[config.mk]
export PLATFORM = sky130hd
export DESIGN_NAME = pipe_stage_buf
export DESIGN_NICKNAME = d
export VERILOG_FILES = /design/src/rtl/pipe_pkg.sv /design/src/rtl/sat_counter.sv /design/src/rtl/pipe_stage_buf.sv
export SDC_FILE = /design/constraint.sdc
export NUM_CORES = 1
export LEC_CHECK = 0
export ABC_AREA = 1
export BUFFER_PORTS_ARGS = -buffer_cell sky130_fd_sc_hd__buf_2
export CORE_ASPECT_RATIO = 1.5
export CORE_MARGIN = 5
export CORE_UTILIZATION = 45
export CTS_CLUSTER_SIZE = 10
export DETAILED_ROUTE_END_ITERATION = 8
export GPL_ROUTABILITY_DRIVEN = 0
export PLACE_DENSITY = 0.79
export SLEW_MARGIN = 20
export SYNTH_ARGS = -nofsm -noshare
export SYNTH_HDL_FRONTEND = slang
export SYNTH_SLANG_ARGS = --single-unit
[constraint.sdc]
create_clock -name clk -period 2.2 [get_ports clk]
set_input_delay 0.22 -clock clk [delete_from_list [all_inputs] [get_ports clk]]
set_output_delay 0.22 -clock clk [all_outputs]
set_load 0.01 [all_outputs]
[src/rtl/pipe_pkg.sv]
// Shared types and default widths for the pipeline stage buffer.
// The state enum encodes how many of the two entries (main, skid) hold a beat.
package pipe_pkg;

    localparam int DATA_W_DEF = 32;
    localparam int CTRL_W_DEF = 8;
    localparam int CNT_W_DEF  = 16;

    typedef enum logic [1:0] {
        EMPTY = 2'd0,
        ONE   = 2'd1,
        FULL  = 2'd2
    } state_e;

endpackage

[src/rtl/sat_counter.sv]
// Saturating up-counter: steps by one on inc, sticks at all-ones, cleared only by rst.
module sat_counter #(
    parameter int CNT_W = 16
) (
    input  logic             clk,
    input  logic             rst,
    input  logic             inc,
    output logic [CNT_W-1:0] cnt
);

    logic [CNT_W-1:0] cnt_q;
    logic [CNT_W-1:0] cnt_d;

    always_comb begin
        cnt_d = cnt_q;
        if (inc && (cnt_q != {CNT_W{1'b1}})) cnt_d = cnt_q + 1'b1;
    end

    always_ff @(posedge clk) begin
        if (rst) cnt_q <= '0;
        else     cnt_q <= cnt_d;
    end

    assign cnt = cnt_q;

endmodule

[src/rtl/pipe_stage_buf.sv]
// Two-entry skid buffer between pipeline stages: registered in_ready, control
// bits zeroed on flush/bubble, and a saturating count of upstream stall cycles.
module pipe_stage_buf
    import pipe_pkg::*;
#(
    parameter int DATA_W = DATA_W_DEF,
    parameter int CTRL_W = CTRL_W_DEF,
    parameter int CNT_W  = CNT_W_DEF
) (
    input  logic              clk,
    input  logic              rst,
    input  logic              flush,
    input  logic              in_valid,
    output logic              in_ready,
    input  logic [DATA_W-1:0] in_data,
    input  logic [CTRL_W-1:0] in_ctrl,
    output logic              out_valid,
    input  logic              out_ready,
    output logic [DATA_W-1:0] out_data,
    output logic [CTRL_W-1:0] out_ctrl,
    output logic [CNT_W-1:0]  stall_cnt
);

    state_e            state_q;
    logic              in_ready_q;
    logic [DATA_W-1:0] main_data_q, skid_data_q;
    logic [CTRL_W-1:0] main_ctrl_q, skid_ctrl_q;

    logic accept, pop;

    assign accept = in_valid && in_ready_q;
    assign pop    = (state_q != EMPTY) && out_ready;

    // Entries are cleared whenever they go invalid, so main can drive out_*
    // directly and an idle stage presents an all-zero NOP.
    always_ff @(posedge clk) begin
        if (rst || flush) begin
            state_q     <= EMPTY;
            in_ready_q  <= 1'b1;
            main_data_q <= '0;
            main_ctrl_q <= '0;
            skid_data_q <= '0;
            skid_ctrl_q <= '0;
        end else begin
            case (state_q)
                EMPTY: begin
                    if (accept) begin
                        state_q     <= ONE;
                        main_data_q <= in_data;
                        main_ctrl_q <= in_ctrl;
                    end
                end
                ONE: begin
                    if (accept && pop) begin
                        main_data_q <= in_data;
                        main_ctrl_q <= in_ctrl;
                    end else if (accept) begin
                        state_q     <= FULL;
                        in_ready_q  <= 1'b0;
                        skid_data_q <= in_data;
                        skid_ctrl_q <= in_ctrl;
                    end else if (pop) begin
                        state_q     <= EMPTY;
                        main_data_q <= '0;
                        main_ctrl_q <= '0;
                    end
                end
                FULL: begin
                    if (pop) begin
                        state_q     <= ONE;
                        in_ready_q  <= 1'b1;
                        main_data_q <= skid_data_q;
                        main_ctrl_q <= skid_ctrl_q;
                        skid_data_q <= '0;
                        skid_ctrl_q <= '0;
                    end
                end
                default: begin
                    state_q    <= EMPTY;
                    in_ready_q <= 1'b1;
                end
            endcase
        end
    end

    assign in_ready  = in_ready_q;
    assign out_valid = (state_q != EMPTY);
    assign out_data  = main_data_q;
    assign out_ctrl  = main_ctrl_q;

    sat_counter #(
        .CNT_W(CNT_W)
    ) u_stall_cnt (
        .clk(clk),
        .rst(rst),
        .inc(in_valid && !in_ready_q && !flush),
        .cnt(stall_cnt)
    );

endmodule

==> qor.csv <==
stage;metric;value;unit
outcome;status;complete, no violations;
floorplan;ios;103;
routing;drt-vias-per-instance;4.82;
sta;setup_ws;0.245;ns
logic_synthesis;synth_top_area_share;39.4;%
layout;diodes;0;
grt;grt_max_degree;58;
pwr;powerDensity;698;nW/um2
logic_synthesis;ys_warn_count;0;
cts;cts_resized;0;
cts;cts.sinks;99;
cts;cts_setup_buffers;0;
flow_run;maxCapViolCount;0;
logic_synthesis;synth.most_common_cell;nor2_1;
cts;htree_levels;3;
place;portBuffers;102;
place;hpwl;7550;um
layout;fin_nets;889;
sta;drv_slew;0;
cts;clk_pin_slew;0.07;ns
cts;cts_tree;yes;
sta;fin_crit;1.95;ns
pwr;vdd_ir_drop_max;407;uV
critical_path;cp.required;2.43;ns
logic_synthesis;synth_edf_count;0;
pwr;leakagePower;2.67;nW
worst_hold_path;holdPathStages;5;
sta;rsz0062_at_grt;false;
pwr;p_total;4.04;mW
cts;cts_hold_buf;0;
place;dp_slack;0.222;ns
routing;ant_nets;0;
critical_path;crit_family;simple AND/OR/NAND/NOR gates;
grt;grt.overflow.total;0;
sta;setup_viol;0;
grt;grt_use_total;17.5;%
cts;clockRootBuffer;clkbuf_16;
sta;fmax;512;MHz
logic_synthesis;async_reset_ff_share;0;%
sta;fin_skew;0.00696;ns
floorplan;die_width;96.3;um
critical_path;cp_max_fo;22;
sta;fin_crit_sh;88.9;%
cts;cts_buffers;9;
critical_path;critPathArrivalTime;2.18;ns
critical_path;critPathBufInv;3;
critical_path;crit_chain;inv_1, ha_1, inv_1, nand2_1, o21ai_0, and3_2, buf_4, nand2_1, nor2_1, nor2_1;
layout;drive_gt1_share;17.7;%
routing;drt_wl_total;11200;um
critical_path;setup.worst_path.end_class;register;
grt;grt_pass1_wl;19300;um
logic_synthesis;synth_area;5030;um2
critical_path;start_kind;register;
routing;drt_pre_antenna_iters;4;
logic_synthesis;yosys-top-cells-count;231 x nor2_1, 142 x nand2_1, 99 x dfxtp_1;
logic_synthesis;synth_top_cells_by_area;dfxtp_1 39%, nor2_1 17%, nand2_1 11%;
grt;grt_pass1_vias;4352;
routing;vias;4769;
sta;slew_headroom;51.8;%
routing;routedWlPerCell;11.3;um
critical_path;critical_path_class;reg2reg;
cts;clockBufferDepth;2;
critical_path;cp_slowest_cell;dfxtp_1;
routing;drt-initial-drc-count;179;
logic_synthesis;yosysSeqAreaShare;39.4;%
layout;fin_cells;989;
floorplan;num_rows;47;
logic_synthesis;synth_seq_cells;99;
critical_path;critical_path_cell_count;10;
logic_synthesis;synth_area_leader_cell;dfxtp_1;
sta;setup_tns;0;ns
logic_synthesis;syn_avg_cell_area;6.60;um2
logic_synthesis;ys.flop_type;dfxtp_1;
sta;hold_viol;0;
sta;worstMarginPinSlew;0.722;ns
layout;fillers;1159;
cts;clkLatencyLatePin;0.34;ns
floorplan;core;11000;um2
logic_synthesis;ys_types;32;
floorplan;die_y;139;um
grt;antenna_found_initial;0;
worst_hold_path;min_path_type;in2reg;
routing;drcViolationCount;0;
layout;final_core_util;52.7;%
logic_synthesis;syn_nets;814;
logic_synthesis;synthCells;762;
critical_path;rr_worst_depth;10;
floorplan;die_area;13400;um2
critical_path;max_stage_delay;0.39;ns
layout;syn2layout_area_growth;15.2;%
place;dp_cells;973;
floorplan;floorplan.initialDensity;45.7;%
## per-layer routing
layer / up-vias / track usage, % / part of all wire (%)
li1: 2515 / - / -
met1: 2128 / 20.2 / 43
met2: 109 / 31.3 / 50
met3: 17 / 2.86 / 5.0
met4: 0 / 6.65 / 2.2
met5: - / 0 / 0
## cells in the final DEF (no fill, tap or decap), types with 2 or more instances in the layout
master and n:
a21oi_1 6, a21oi_2 6, buf_12 3, buf_2 102
buf_4 6, clkbuf_16 9, clkbuf_8 2, clkinv_2 2
dfxtp_1 99, ha_1 6, inv_1 61, inv_2 3
nand2_1 142, nand2_2 4, nand3_1 49, nand4_1 5
nor2_1 230, nor2_4 2, o21ai_0 39, o21ai_1 46
xnor2_1 2, xor2_1 3
## path summary, 6_finish.rpt
path                                                     end  slack (ns)                         start
worst max-delay path               out_data[24]$_SDFFE_PP0P_        0.25       state_q[0]$_SDFFE_PP0P_
worst min-delay path            skid_data_q[19]$_SDFFE_PP0P_        0.20                   in_data[19]
worst max register to register     out_data[24]$_SDFFE_PP0P_        0.25       state_q[0]$_SDFFE_PP0P_
worst min register to register  skid_data_q[29]$_SDFFE_PP0P_        0.48  skid_data_q[29]$_SDFFE_PP0P_
## flip-flops by register name (all words and copies together) (netlist names)
name and cells:
in_ready 1, skid_ctrl_q 8, out_data 32, out_ctrl 8, state_q 2, skid_data_q 32
u_stall_cnt.cnt 16
## layout make-up
type	count	area, um2	share of cell area (%)
inverter	64	240	4.15
clock buffer	11	253	4.36
sequential	99	1980	34.2
tap	147	184	3.18
multi-input combinational	552	2480	42.9
timing repair buffer	111	616	10.6
clock inverter	5	35.0	0.605
## where the power goes
part           internal, mW  switching (mW)  total, mW
combinational         0.226           0.398      0.624
clock                 0.831           0.679       1.51
sequential             1.87          0.0378       1.91
total                  2.93            1.12       4.04
## worst register-to-register path: cells and delay by family (launching register included)
kind                     cells  cell delay, ns
flip-flops                   1            0.39
AO/OA/AOI/OAI                1            0.08
buffers and inverters        3            0.47
adder cells (fa/ha/maj)      1            0.24
AND/OR/NAND/NOR              5            0.66
## logic make-up after synthesis
group | count (synthesis) | share of synthesized area, %
flip-flops | 99 | 39.4
XOR/XNOR | 5 | 0.871
AND/OR/NAND/NOR | 440 | 36.0
AO/OA/AOI/OAI | 100 | 10.6
buffers and inverters | 111 | 11.4
adder cells (fa/ha/maj) | 7 | 1.74
## stage by stage
| stage | area [um2] | hold WS (ns) |
|---|---|---|
| final | 5790 | 0.205 |
| after global routing | 5790 | 0.230 |
| after CTS | 5790 | 0.196 |
| after detailed placement | 5500 | 0.471 |
| after global placement | 5500 | 0.461 |
| after floorplan | 5030 | 0.416 |
(Power assumes the default switching activity.)
